[src/rtl/l2_mem_arbiter.sv]
// l2_mem_arbiter
// Arbitrates one physical memory port between L2 line fills and
// eviction write buffer (EWB) drains. A five-state FSM sequences each
// transaction. Every output comes from a register or is decoded from
// the state register, so no input reaches an output combinationally.
//
// Parameters:
//   WIDTH      - cacheline width in bits
//   STARVE_MAX - consecutive read grants allowed while the EWB holds
//                entries (only meaningful with EWB_STARVE_GUARD_EN)
//
// Ports:
//   clk, rst                 - clock, synchronous active-high reset
//   l2_read_i / l2_addr_i    - L2 fill request and line address
//   l2_rdata_o / l2_resp_o   - fill data and one-cycle completion pulse
//   ewb_empty_i, ewb_full_i  - EWB occupancy status
//   ewb_data_i, ewb_addr_i   - EWB head entry
//   ewb_yumi_o               - one-cycle dequeue strobe to the EWB
//   pmem_read_o/pmem_write_o - memory strobes, held until pmem_resp_i
//   pmem_addr_o/pmem_wdata_o - latched transaction address and data
//   pmem_rdata_i/pmem_resp_i - memory read data and completion
//
// Configuration macro:
//   EWB_STARVE_GUARD_EN - when defined, a saturating counter forces an
//                         EWB drain after STARVE_MAX reads granted while
//                         the EWB is non-empty. Undefined: reads always
//                         win unless the EWB is full.

module l2_mem_arbiter #(
    parameter int WIDTH      = 256,
    parameter int STARVE_MAX = 4
) (
    input  logic             clk,
    input  logic             rst,
    input  logic             l2_read_i,
    input  logic [31:0]      l2_addr_i,
    output logic [WIDTH-1:0] l2_rdata_o,
    output logic             l2_resp_o,
    input  logic             ewb_empty_i,
    input  logic             ewb_full_i,
    input  logic [WIDTH-1:0] ewb_data_i,
    input  logic [31:0]      ewb_addr_i,
    output logic             ewb_yumi_o,
    output logic             pmem_read_o,
    output logic             pmem_write_o,
    output logic [31:0]      pmem_addr_o,
    output logic [WIDTH-1:0] pmem_wdata_o,
    input  logic [WIDTH-1:0] pmem_rdata_i,
    input  logic             pmem_resp_i
);

    typedef enum logic [2:0] {
        IDLE,
        READ,
        RESP,
        WRITE,
        WACK
    } state_e;

    state_e            state_q, state_d;
    logic [31:0]       addr_q, addr_d;
    logic [WIDTH-1:0]  wdata_q, wdata_d;
    logic [WIDTH-1:0]  rdata_q, rdata_d;
    logic              starved;

`ifdef EWB_STARVE_GUARD_EN
    localparam int CNT_W = $clog2(STARVE_MAX + 1);

    logic [CNT_W-1:0]  starve_cnt_q, starve_cnt_d;
    logic              grant_read;
    logic              grant_write;

    assign starved     = (starve_cnt_q == CNT_W'(STARVE_MAX));
    assign grant_read  = (state_q == IDLE) && (state_d == READ);
    assign grant_write = (state_q == IDLE) && (state_d == WRITE);

    // Empty EWB or a drain resets the count; saturate at STARVE_MAX.
    always_comb begin
        starve_cnt_d = starve_cnt_q;
        if (ewb_empty_i || grant_write) begin
            starve_cnt_d = '0;
        end else if (grant_read && !starved) begin
            starve_cnt_d = starve_cnt_q + CNT_W'(1);
        end
    end

    always_ff @(posedge clk) begin
        if (rst) begin
            starve_cnt_q <= '0;
        end else begin
            starve_cnt_q <= starve_cnt_d;
        end
    end
`else
    // Guard disabled: parameter retained so both builds share one interface.
    localparam int starve_max_unused = STARVE_MAX;

    assign starved = 1'b0;
`endif

    // Next-state logic; address/data latch on entry to READ/WRITE and
    // fill data is captured on the memory response.
    always_comb begin
        state_d = state_q;
        addr_d  = addr_q;
        wdata_d = wdata_q;
        rdata_d = rdata_q;
        case (state_q)
            IDLE: begin
                if (ewb_full_i || (starved && !ewb_empty_i)) begin
                    state_d = WRITE;
                    addr_d  = ewb_addr_i;
                    wdata_d = ewb_data_i;
                end else if (l2_read_i) begin
                    state_d = READ;
                    addr_d  = l2_addr_i;
                end else if (!ewb_empty_i) begin
                    state_d = WRITE;
                    addr_d  = ewb_addr_i;
                    wdata_d = ewb_data_i;
                end
            end
            READ: begin
                if (pmem_resp_i) begin
                    state_d = RESP;
                    rdata_d = pmem_rdata_i;
                end
            end
            RESP:    state_d = IDLE;
            WRITE: begin
                if (pmem_resp_i) begin
                    state_d = WACK;
                end
            end
            WACK:    state_d = IDLE;
            default: state_d = IDLE;
        endcase
    end

    always_ff @(posedge clk) begin
        if (rst) begin
            state_q <= IDLE;
            addr_q  <= '0;
            wdata_q <= '0;
            rdata_q <= '0;
        end else begin
            state_q <= state_d;
            addr_q  <= addr_d;
            wdata_q <= wdata_d;
            rdata_q <= rdata_d;
        end
    end

    // Strobes are pure state decodes, so read/write can never overlap.
    assign pmem_read_o  = (state_q == READ);
    assign pmem_write_o = (state_q == WRITE);
    assign l2_resp_o    = (state_q == RESP);
    assign ewb_yumi_o   = (state_q == WACK);
    assign pmem_addr_o  = addr_q;
    assign pmem_wdata_o = wdata_q;
    assign l2_rdata_o   = rdata_q;

endmodule

[config.mk]
export PLATFORM = sky130hd
export DESIGN_NAME = l2_mem_arbiter
export DESIGN_NICKNAME = d
export VERILOG_FILES = /design/src/rtl/l2_mem_arbiter.sv
export SDC_FILE = /design/constraint.sdc
export NUM_CORES = 1
export LEC_CHECK = 0
export ABC_AREA = 1
export CAP_MARGIN = 40
export CORE_AREA = 2 2 441 443
export DETAILED_ROUTE_END_ITERATION = 10
export DIE_AREA = 0 0 443 445
export PLACE_DENSITY_LB_ADDON = 0.05
export SLEW_MARGIN = 10
export SYNTH_ARGS = -nofsm -noshare
export SYNTH_HDL_FRONTEND = slang
export SYNTH_SLANG_ARGS = --single-unit
[constraint.sdc]
create_clock -name clk -period 1.5 [get_ports clk]
set_input_delay 0.15 -clock clk [delete_from_list [all_inputs] [get_ports clk]]
set_output_delay 0.15 -clock clk [all_outputs]
set_load 0.05 [all_outputs]
---- Yosys cells after proc, flatten, opt, wreduce, memory -nomap -nowiden ----
Cells that the tools add are included.
Widths: inputs -> output; s select.
word-level totals
  register bits after elaboration ......... 547
  bits of input ports ..................... 582
  output and inout bits ................... 548
  logic and storage cells ................. 31
cells by class
  equal/unequal tests ..................... 10
  multiplexer cells ....................... 12
  reductions and logical operators ........ 5
operator list
  kind                count
  $mux 256            3
  $mux 32             3
  $mux 3              5
  $pmux 3 s3          1
  $ne 2x1->1 const B  4
  $eq 3x2->1 const B  2
  $reduce_and 3->1    2
  $ne 4x4->1 const B  1
  $reduce_and 2->1    2
  $eq 3x1->1 const B  1
  $eq 3x3->1 const B  1
  $logic_not 3->1     1
  $ne 3x2->1 const B  1

---- Logic depth before layout (Yosys ltp) ----
Gate-level depths: netlist of the first run.
  depth in word-level cells ............... 4
  gate-level depth with buffers ........... 9
  depth with buffers taken out ............ 7

---- Least setup slack after synthesis of the first run ----
No wires, ideal clock.
  path type ............................... register to output
  start point ............................. register state_q[1]
  end point ............................... output port l2_resp_o
  arrival ................................. 1470 ps
  data required time ...................... 1350 ps
  slack ................................... -120 ps
  stages on the path, launching flop included .. 3
  buffers on the path ..................... 0
  cell sequence ........................... dfxtp_1 -> inv_2 -> nor3_1
between the ends
  longest elaborated chain between the ends .. 1
ends and longest elaborated chain
  item                    line  text
  start, declared         60    state_e state_q, state_d;
  start signal, assigned  147   state_q <= state_d;
  $eq 3x2->1              157   assign l2_resp_o = (state_q == RESP);
  end, declared           38    output logic l2_resp_o,
Every way passes these cells.

---- Worst setup path in the final report of the first run ----
  start point ............................. register state_q[1]
  end point ............................... output port pmem_read_o
between the ends
  longest elaborated chain between the ends .. 1
ends and longest elaborated chain
  item           line  text
  $eq 3x1->1     155   assign pmem_read_o = (state_q == READ);
  end, declared  44    output logic pmem_read_o,
Every way passes these cells.

==> results of run 1 <==
==> worst max-delay path by stage <==
stage                                       start                             to  slack, ps
final                     state_q[1]$_SDFFE_PP0P_                    pmem_read_o       -350
after global routing      state_q[2]$_SDFFE_PP0P_                    pmem_read_o       -470
after CTS                 state_q[2]$_SDFFE_PP0P_                    pmem_read_o       -520
after detailed placement               ewb_full_i  pmem_wdata_o[35]$_SDFFE_PP0P_       -440
after global placement                 ewb_full_i   pmem_addr_o[28]$_SDFFE_PP0P_       -480
after floorplan           state_q[0]$_SDFFE_PP0P_   l2_rdata_o[247]$_SDFFE_PP0P_        150
==> kinds of logic (layout without fill, tap and decap cells) <==
group / Yosys count / after routing / share of synthesized area (%)
other: 0 / 23 / 0
DFF: 547 / 547 / 55.21
and+or+nand+nor: 1207 / 1208 / 24.68
buffers and inverters: 222 / 1914 / 6.308
AOI/OAI and AO/OA: 547 / 547 / 13.80
==> routing by layer <==
metal,up-vias,GRT usage (%),part of all wire (%),wire length (µm)
met5,-,0,0.15,211
met2,740,23.89,52,74010
met3,183,5.551,8.2,11750
met1,11120,13.79,37,53500
li1,11630,-,-,-
met4,32,4.653,2.4,3500
==> tightest hold or removal path, stage by stage <==
cell and delay (ps):
clkdlybuf4s50_1 420, nand3_2 100, a21oi_2 50
==> final cells by class <==
type / count / share of cell area (%)
timing repair inverter: 1 / 0.02594
tap: 2526 / 7.280
multi-input combinational: 1755 / 19.73
antenna: 23 / 0.1326
clock inverter: 21 / 0.3919
clock buffer: 126 / 5.507
sequential: 547 / 25.33
inverter: 9 / 0.1614
timing repair buffer: 1757 / 41.45
==> repair_timing <==
action                                  CTS  global route
pin swaps                                 5            75
gates cloned                             14            48
endpoints found under the setup margin  793           632
gates resized for setup                 108           283
hold buffers                            396             0
hold endpoints to repair                410             0
buffers inserted                         21            24
==> state kept, by name (all words and copies together) (netlist names) <==
name,count
l2_rdata_o,256
pmem_addr_o,32
pmem_wdata_o,256
state_q,3
==> placed cells by master (no fill, tap or decap), types with 3 or more instances in the layout <==
master,count
a21oi_1,191
a21oi_2,67
buf_12,80
buf_16,23
buf_4,601
buf_6,16
buf_8,25
clkbuf_1,30
clkbuf_16,121
clkbuf_8,11
clkdlybuf4s50_1,579
clkinv_2,13
dfxtp_1,533
dfxtp_2,3
dfxtp_4,11
diode_2,23
dlygate4sd3_1,396
inv_2,5
inv_6,3
nand2_1,281
nand2_2,56
nand2_4,22
nand2_8,3
nand3_1,213
nand3_2,45
nor2_1,579
nor2_4,3
o21ai_0,155
o21ai_1,124
o21ai_2,9
==> power breakdown <==
part	internal, mW	total, mW	switching (mW)
registers	16.2	17.2	0.984
clock network	11.1	19.3	8.19
logic	7.83	20.0	12.2
==> impl_results.md, run 1 <==
- Status: finished, violations left
- Violated checks: setup timing
- Final WS setup: -352.6 ps
- RR Endpoint: l2_rdata_o[118]$_SDFFE_PP0P_
- Drc violations: 0
- Hold EP: l2_rdata_o[181]$_SDFFE_PP0P_
- Area delta synth->final: 118.9%
- Total CTS buffers: 85
- Tot GR Track Use: around an eighth
- Hpwl dp: around 100000 µm
- Reg2Reg Depth: 13
- Row count: 161
- Unrepaired setup endpoints after global routing: yes
- Sum Neg Setup Slack: -107000 ps
- Share of the yosys chip area belonging to registers: 55.21%
- GRT overflow: 0
- Relative slew slack: 50.96%
- Area after DPL: 33610 µm²
- Placer congestion estimate: 0.7215
- Max Slew Vio Count: 0
- Worst EP required: 1350 ps
- Kind of critical path: reg -> out
- Final period util: 123.5%
- Sequential cell area: 11000 µm²
- Final nets: ~4700
- Worst vdd ir: between 0.6 and 0.7 mV
- Syn Nets: 3105
- EDFF count, synth: 0
- Buf+Inv Stages, Crit Path: 5
- Netlist cell types: 23
- CTS sink cnt: roughly 550
- Port buffer count: 1129
- Startpoint Class: flop
- Skew-Pair Late Insertion Delay: 690 ps
- Slowest cell on crit path: dfxtp_2
- Clock skew: around 15 ps
- Root Driver: clkbuf_16
- DR vias: 23700
- Clock transition at path regs: approximately 50 ps
- Die Span Y: between 400 and 500 µm
- Final Core Density: a little under a quarter
- Total of max-cap violations: 0
- Tot Pwr: 56.51 mW
- Hold Crit Depth: 3
- Min-Delay Path Class: in -> reg
- Top delay family on crit path: buffers and inverters
- Total Wirelength: between 100000 and 150000 µm
- Stages on the worst setup path: 7
- First-pass GRT wire length: between 150000 and 200000 µm
- Tmin final: 1853 ps
- Final setup viols: 517
- Top post-synthesis cells by area: dfxtp_1 55%, nor2_1 11%, nand2_1 6.8%, nand3_1 6.6%, a21oi_1 6.5%
- Synth Flop Type: dfxtp_1
- Non-Filler Instances: 6765
- Most used cell, CP: buf_12
- Initial antenna violation count: 43
- Critical register-to-register path startpoint: state_q[1]$_SDFFE_PP0P_
- H-tree Lvls: 3
- Drt pass-1 iters: 5
- Critical Path Fanout Max: 2
- DR WL/cell: 21.14 µm
- Yosys top cell by area: dfxtp_1
- Pin count of the biggest net entering global routing: 93
- Reg2Reg Setup Slack: -340 ps
- Layout cells sized above 1: 26.87%
- Min-delay src: pmem_rdata_i[181]
- Worst slew pin tran: between 700 and 800 ps
- Area occupied by multi-input gates: 8566 µm²
- Peak Freq: 539.8 MHz
- Final hold slack: 83.78 ps
- Top cell type's share of synthesized area: between 50% and 60%
- Number of vias per cell: 3.503
- Placed cell count: 6098
- Async set or reset register ratio after synthesis: 0%
- Clock Path Buffers: 3
- Syn Inst Count: 2523
- Cell with the most instances after synthesis: nor2_1
- Vias in the first global route: approximately 24000
- Warnings, synthesis: 0
- Mean Syn Cell Area: 7.862 µm²
- Fin. Hold Viols: 0
- Core area: 192000 µm²
- Lkg Pwr: 17.20 nW
- Initial core utilization: around a tenth
- Dpl ws: -437.6 ps
- TritonCTS clock tree: done
- Max incr delay on CP: about 320 ps
- Die Width: 443 µm
- DR iter-0 viols: 800
- CP Data Arrival Time: 1700 ps
- DIE AREA: 197100 µm²
- Post-DRT Antenna Nets: 0
- IO Pins: 1130
- Final instance area: between 40000 and 50000 µm²
- Synthesized flop and latch total: 547
- Worst setup EP type: primary output
- Post-Syn Area: between 15000 and 20000 µm²
- Fill cell count: around 21000
- Critical path cell sequence: inv_2, nand2_4, buf_6, nor2_8, buf_12, buf_16, buf_12
- Post-synth top cells: 580 x nor2_1, 547 x dfxtp_1, 358 x nand2_1
- PwrDens: 1302 nW/µm²
Note: power is estimated with default switching activity, not from simulation.
==> inputs of run 2 (changes only) <==
--- a/config.mk
+++ b/config.mk
@@ -6,6 +6,7 @@
 export NUM_CORES = 1
 export LEC_CHECK = 0
 export ABC_AREA = 1
+export ABC_CLOCK_PERIOD_IN_PS = 1500
 export CAP_MARGIN = 40
 export CORE_AREA = 2 2 441 443
 export DETAILED_ROUTE_END_ITERATION = 10
==> results of run 2 <==
Same layout as run 1: the final DEF is identical, and so are final timing and power.
==> inputs of run 3 (changes only) <==
--- a/config.mk
+++ b/config.mk
@@ -5,12 +5,12 @@
 export SDC_FILE = /design/constraint.sdc
 export NUM_CORES = 1
 export LEC_CHECK = 0
-export ABC_AREA = 1
+export ABC_AREA = 0
 export ABC_CLOCK_PERIOD_IN_PS = 1500
 export CAP_MARGIN = 40
-export CORE_AREA = 2 2 441 443
+export CORE_AREA = 2 2 442 444
 export DETAILED_ROUTE_END_ITERATION = 10
-export DIE_AREA = 0 0 443 445
+export DIE_AREA = 0 0 444 446
 export PLACE_DENSITY_LB_ADDON = 0.05
 export SLEW_MARGIN = 10
 export SYNTH_ARGS = -nofsm -noshare
==> run 3 against run 2 <==
Compared with the run above:
- the flow still finishes with violations (setup timing)
- worst hold slack worse by 18 ps
- sequential power is 3% lower
- global-route usage grew 0.41 points
- synthesized area is 2.8% higher
- clock-buffer cell count up 11
==> impl_results.md, run 3 <==
- Post-DRT Antenna Nets: 0 (unchanged)
- Worst slew pin tran: 440.4 ps (-295.3 ps)
- Sequential cell area: 10980 µm² (-0.18%)
- Fill cell count: 21240 (unchanged)
- Peak Freq: 553.4 MHz (+2.5%)
- Clock transition at path regs: 50 ps (about the same)
- Reg2Reg Depth: 10 (-3)
- Stages on the worst setup path: 4 (-3)
- Syn Nets: 3033 (-2.3%)
- Top cell type's share of synthesized area: 53.72% (-1.5 points)
- Startpoint Class: flop
- Most frequent cells in the layout: 630 x buf_4, 580 x clkdlybuf4s50_1, 539 x dfxtp_1
- Max incr delay on CP: 360 ps (+40 ps)
- Lkg Pwr: 17.44 nW (+1.4%)
- Worst Setup SP: state_q[0]$_SDFFE_PP0P_
- Yosys top cell by area: dfxtp_1
- Critical Path Fanout Max: 3 (+1)
- Final WS setup: -307.1 ps (+45.45 ps)
- Synth Flop Type: dfxtp_1
- Drt pass-1 iters: 5 (unchanged)
- Worst setup EP type: primary output
- Most common cell after layout, fill and taps aside: buf_4
- Fin. Hold Viols: 0 (unchanged)
- Syn Inst Count: 2451 (-2.9%)
- Warnings, synthesis: 0 (unchanged)
- TritonCTS clock tree: done
- Buf+Inv Stages, Crit Path: 3 (-2)
- Comb power frac: 35.3% (about the same)
- Net Sw Frac: 35.66% (-2.1 points)
- Root Driver: clkbuf_16
- Async set or reset register ratio after synthesis: 0% (unchanged)
- RR Endpoint: pmem_wdata_o[150]$_SDFFE_PP0P_
- Non-Filler Instances: 6828 (+0.93%)
- Final instance area: 45940 µm² (+5.8%)
- Row count: 162 (+0.62%)
- Violated checks: setup timing
- Port buffer count: 1129 (unchanged)
- First-pass GRT wire length: 196200 µm (+4.4%)
- Area occupied by multi-input gates: 9170 µm² (+7.1%)
- Vias in the first global route: 25790 (+7.3%)
- Final period util: 120.5% (-3.0 points)
- Sequential share of power: 29.1% (-1.3 points)
- Area delta synth->final: 125.4%
- PwrDens: 1241 nW/µm² (-4.7%)
- Layout cells sized above 1: 28.58% (+1.7 points)
- CP Data Arrival Time: 1660 ps (-40 ps)
- Status: finished, violations left
- Placed cell count: 6070 (-0.46%)
- Post-Syn Area: 20380 µm² (+2.8%)
- Drc violations: 0 (unchanged)
- Dpl ws: -639.6 ps (-202.0 ps)
- Initial core utilization: 10.53% (+0.20 points)
- Slowest cell on crit path: dfxtp_4
- NetSw: 20.33 mW (-4.8%)
- EDFF count, synth: 0 (unchanged)
- Int Power: 36.67 mW (+4.3%)
- Synthesized flop and latch total: 547 (unchanged)
- Critical register-to-register path startpoint: state_q[1]$_SDFFE_PP0P_
- Placer congestion estimate: 0.7325 (+1.5%)
- Area after DPL: 34900 µm² (+3.9%)
- Critical path cell sequence: buf_6, inv_6, nor3b_4, buf_12
- Tot GR Track Use: 13.70% (+0.41 points)
- Total of max-cap violations: 0 (unchanged)
- Clock skew: 21.64 ps (+7.117 ps)
- Worst EP required: 1350 ps (about the same)
- Reg2Reg Setup Slack: -260 ps (+80 ps)
- DR vias: 24780 (+4.6%)
- Max Slew Vio Count: 0 (unchanged)
- GRT overflow: 0 (unchanged)
- H-tree Lvls: 3 (unchanged)
- DIE AREA: 198000 µm² (+0.45%)
- Top delay family on crit path: flip-flops
- Clock Path Buffers: 3 (unchanged)
- Die Span Y: 446 µm (+0.22%)
- Mean Syn Cell Area: 8.316 µm² (+5.8%)
- DR WL/cell: 21.40 µm (+1.3%)
- Kind of critical path: reg -> out
- Initial antenna violation count: 39 (-9.3%)
- Final nets: 4782 (+0.93%)
- Critical Path End: pmem_write_o
- Hpwl dp: 104200 µm (+4.1%)
- Netlist cell types: 31 (+35%)
- Min-Delay Path Class: in -> reg
- Cell with the most instances after synthesis: dfxtp_1
- Core area: 193600 µm² (+0.83%)
- Relative slew slack: 69.80% (+19 points)
- DR iter-0 viols: 712 (-11%)
- Unrepaired setup endpoints after global routing: yes
- Top post-synthesis cells by area: dfxtp_1 54%, a21oi_1 13%, nand2_1 9.4%, nand3_1 6.3%, o21ai_1 5.6%
- Skew-Pair Late Insertion Delay: 700 ps (about the same)
- IO Pins: 1130 (unchanged)
- Sum Neg Setup Slack: -81260 ps (+25740 ps)
- CTS sink cnt: 547 (unchanged)
- Share of the yosys chip area belonging to registers: 53.72% (-1.5 points)
- Final setup viols: 549 (+6.2%)
- Pin count of the biggest net entering global routing: 66 (-29%)
- Post-synth top cells: 547 x dfxtp_1, 545 x a21oi_1, 513 x nand2_1
- Die Width: 444 µm (+0.23%)
- Clock share of power: 35.6% (+1.4 points)
- Tmin final: 1807 ps (-45.45 ps)
- Number of vias per cell: 3.629 (+3.6%)
- Worst vdd ir: 0.7122 mV (+2.2%)
- Total CTS buffers: 83 (-2.4%)
- Final Core Density: 23.73% (+1.1 points)
- Total Wirelength: 146100 µm (+2.2%)
==> run 3: worst min path at each step <==
stage,from,cells past startpoint,end,slack [ps]
after floorplan,pmem_rdata_i[0],2,l2_rdata_o[0]$_SDFFE_PP0P_,290
after global placement,l2_rdata_o[142]$_SDFFE_PP0P_,2,l2_rdata_o[142]$_SDFFE_PP0P_,440
after detailed placement,l2_rdata_o[86]$_SDFFE_PP0P_,2,l2_rdata_o[86]$_SDFFE_PP0P_,450
after CTS,ewb_data_i[96],3,pmem_wdata_o[96]$_SDFFE_PP0P_,3
after global routing,ewb_data_i[89],3,pmem_wdata_o[89]$_SDFFE_PP0P_,0.5
final,ewb_data_i[89],3,pmem_wdata_o[89]$_SDFFE_PP0P_,70
==> run 3: kinds of logic (layout without fill, tap and decap cells) <==
group / Yosys count / after routing / share of synthesized area (%)
buf+inv: 251 / 2065 / 6.617
simple gates: 783 / 783 / 16.30
flops: 547 / 547 / 53.72
mux: 32 / 32 / 1.571
compound gates: 838 / 838 / 21.79
other cells: 0 / 21 / 0
==> run 3: final cells by class <==
class                   count  share of cell area [%]
clock inverters            13                  0.3840
diodes                     21                  0.1144
well taps                2542                   6.923
inverters                   1                 0.01906
flip-flops and latches    547                   23.89
clock buffers             137                   5.621
repair buffers           1914                   43.09
multi-input cells        1653                   19.96
==> run 3: repair_timing <==
item                                   4_1_cts  5_1_grt
hold buffers                               496        0
cloned                                      27       26
setup endpoints to repair                  669      711
pin swaps                                   19       65
endpoints found under the hold margin      501        0
setup buffers                               24       26
resized for setup                          139      240
==> run 3: power by group through the flow <==
| stage | sequential, mW | clock [mW] | combinational (mW) |
|---|---|---|---|
| 2_1_floorplan | 21.1 | 0 | 4.24 |
| 3_3_place_gp | 16.9 | 0 | 15.9 |
| 3_5_place_dp | 16.9 | 0 | 15.8 |
| 4_1_cts | 16.6 | 21.3 | 19.4 |
| 5_1_grt | 16.7 | 21.8 | 21.2 |
| 6_report | 16.6 | 20.3 | 20.1 |
==> run 3: tightest hold or removal path, cell delays in order <==
cell	delay [ps]
clkdlybuf4s50_1	430
nand3_2	80
a21oi_1	60
==> run 3: per-stage QoR <==
step           hold slack [ps]  total power, mW
2_1_floorplan            286.0            25.37
3_3_place_gp             443.1            32.73
3_5_place_dp             447.2            32.65
4_1_cts                  2.711            57.26
5_1_grt                 0.5251            59.80
6_report                 65.33            57.00
==> run 3: layer usage <==
metal	global-route usage, %	wire length (µm)	up-vias
met1	14.18	53920	11840
met2	25.63	77560	714
met5	0	63	-
met3	4.487	9412	213
li1	-	-	12000
met4	4.805	5175	12
==> patch, RTL diff (flow settings as in run 1) <==
`addr_q`, `wdata_q` and `rdata_q` no longer have a reset.
--- a/src/rtl/l2_mem_arbiter.sv
+++ b/src/rtl/l2_mem_arbiter.sv
@@ -140,15 +140,15 @@
     always_ff @(posedge clk) begin
         if (rst) begin
             state_q <= IDLE;
-            addr_q  <= '0;
-            wdata_q <= '0;
-            rdata_q <= '0;
         end else begin
             state_q <= state_d;
-            addr_q  <= addr_d;
-            wdata_q <= wdata_d;
-            rdata_q <= rdata_d;
         end
+    end
+
+    always_ff @(posedge clk) begin
+        addr_q  <= addr_d;
+        wdata_q <= wdata_d;
+        rdata_q <= rdata_d;
     end
 
     // Strobes are pure state decodes, so read/write can never overlap.
Behaviour: not the same (a bounded check fails within 4 cycles, from zero or initial values and one cycle with rst high).
==> patch against run 1 <==
Total power down 5.0%; setup slack better by 0.21 ns; cell area down 3.6%; combinational power down 23%; the run still ends with negative setup slack left; largest cell class unchanged; sequential cell count unchanged; sequential power up 16%; area after synthesis down 14%; critical endpoint is now l2_rdata_o[155]; wire length down 25%; highest routed layer unchanged.
==> patch: results (changes against run 1) <==
status=finished, violations left; failing checks=negative setup slack; post-synthesis xor/xnor area fraction=0% (unchanged); Reg clk slew, reported paths=0.06 ns; Tot GR Track Use=10.5% (-2.8 points); switch share=32.7% (-5.1 points); Synth cell types=14 (-39%); Final #Nets=3088 (-35%); worst-skew pair later-pin latency=0.73 ns (+0.04 ns); crit-path max FO=8 (+6); htree depth=3 (unchanged); Post-Syn Nets=1266 (-59%); top post-synthesis cells by count=edfxtp_1, nand2_1, inv_1, nor2_1; layout cell share with drive strength beyond 1=30.7% (+3.8 points); Routed WL=108000 µm (-25%); cells after synthesis=684 (-73%); first-pass GRT wire length=140000 µm (-26%); Setup Skew=0.0532 ns (+0.0387 ns); GP Congestion=0.769 (+6.6%); post-synthesis adder-cell area fraction=0% (unchanged); Pre-antenna DRT Iters=6 (+1); largest net degree at the start of global routing=34 (-63%); vias in the first global route=16084 (-33%); Detailed Place HPWL=86300 µm (-14%); Synth Area in Compound Gates=0.0885% (-14 points); GRT overflow=0 (unchanged); CP arrival=2.05 ns (+0.35 ns); Buffers on Ports=1129 (unchanged); combinational share of power=28.8% (-6.6 points); Worst IR Drop VDD=0.776 mV (+11%); sequential power=0.0199 W (+16%); final setup TNS=-25.91 ns (+81.09 ns); Max-slew headroom=72.1% (+21 points); initial antenna violation count=32 (-26%); pre-CTS setup slack=-0.549 ns (-0.112 ns); Min-Delay Path Class=input port to register; drt first-iter violations=438 (-45%); count of final setup violators=463 (-10%); fillers=20443 (-3.8%); total CTS buffers=80 (-5.9%); ys flop type=edfxtp_1; sequential fraction of the synthesis area=96.6% (+41 points); Inst Count DP=4391 (-28%); clock group share of total power=34.1% (about the same); number of enable flip-flop cells after synthesis=544 (+544); Setup WS post-layout=-0.138 ns (+0.215 ns); Worst R2R Setup Slack=-0.14 ns (+0.20 ns); DR WL/cell=21.1 µm (-0.39%); Synth area leaders=edfxtp_1, nand2_1, dfxtp_1; vias per cell=2.73 (-22%); Pleak=15.4 nW (-11%)
-- patch: worst max-delay path, stage by stage (launching register included) --
cell	delay [ns]
dfxtp_4	0.36
inv_6	0.07
nand3_4	0.06
buf_6	0.12
nor2_4	0.11
buf_12	0.13
buf_16	0.15
buf_12	0.12
buf_12	0.11
buf_16	0.12
-- patch: what timing repair did --
| action | 4_1_cts | 5_1_grt |
|---|---|---|
| gates resized for setup | 530 | 44 |
| pin swaps | 2 | 1 |
| gates cloned | 11 | 19 |
| setup buffers | 21 | 18 |
| setup endpoints to repair | 636 | 911 |
| hold endpoints to repair | 501 | 0 |
| hold buffers | 501 | 0 |
-- patch: worst paths after layout --
path / from / end / depth (start not counted)
max: state_q[2] / l2_rdata_o[155] / 9
min: pmem_rdata_i[16] / l2_rdata_o[16] / 1
max reg2reg: state_q[2] / l2_rdata_o[155] / 9
min reg2reg: state_q[1] / state_q[2] / 2
-- patch: routing by layer --
metal,GRT usage [%],part of all wire (%)
met5,0,0.064
met4,3.32,2.9
met3,4.67,8.9
met2,20.4,56
met1,9.52,32
-- patch: metrics by stage --
step / instance area [µm²] / hold WS, ns
2_1_floorplan: 17000 / 0.212
3_3_place_gp: 31200 / 0.542
3_5_place_dp: 31200 / 0.521
4_1_cts: 41300 / 0.00451
5_1_grt: 41800 / 0.0267
6_report: 41900 / 0.0861
-- patch: cell type report --
type,instances,area (µm²),share of cell area (%)
diodes,17,42.5,0.102
clock buffers,102,2080,4.98
clock inverters,38,409,0.977
inverters,11,57.6,0.137
multi-input cells,120,531,1.27
flip-flops and latches,547,16400,39.2
well taps,2526,3160,7.55
repair buffers,1746,19200,45.8
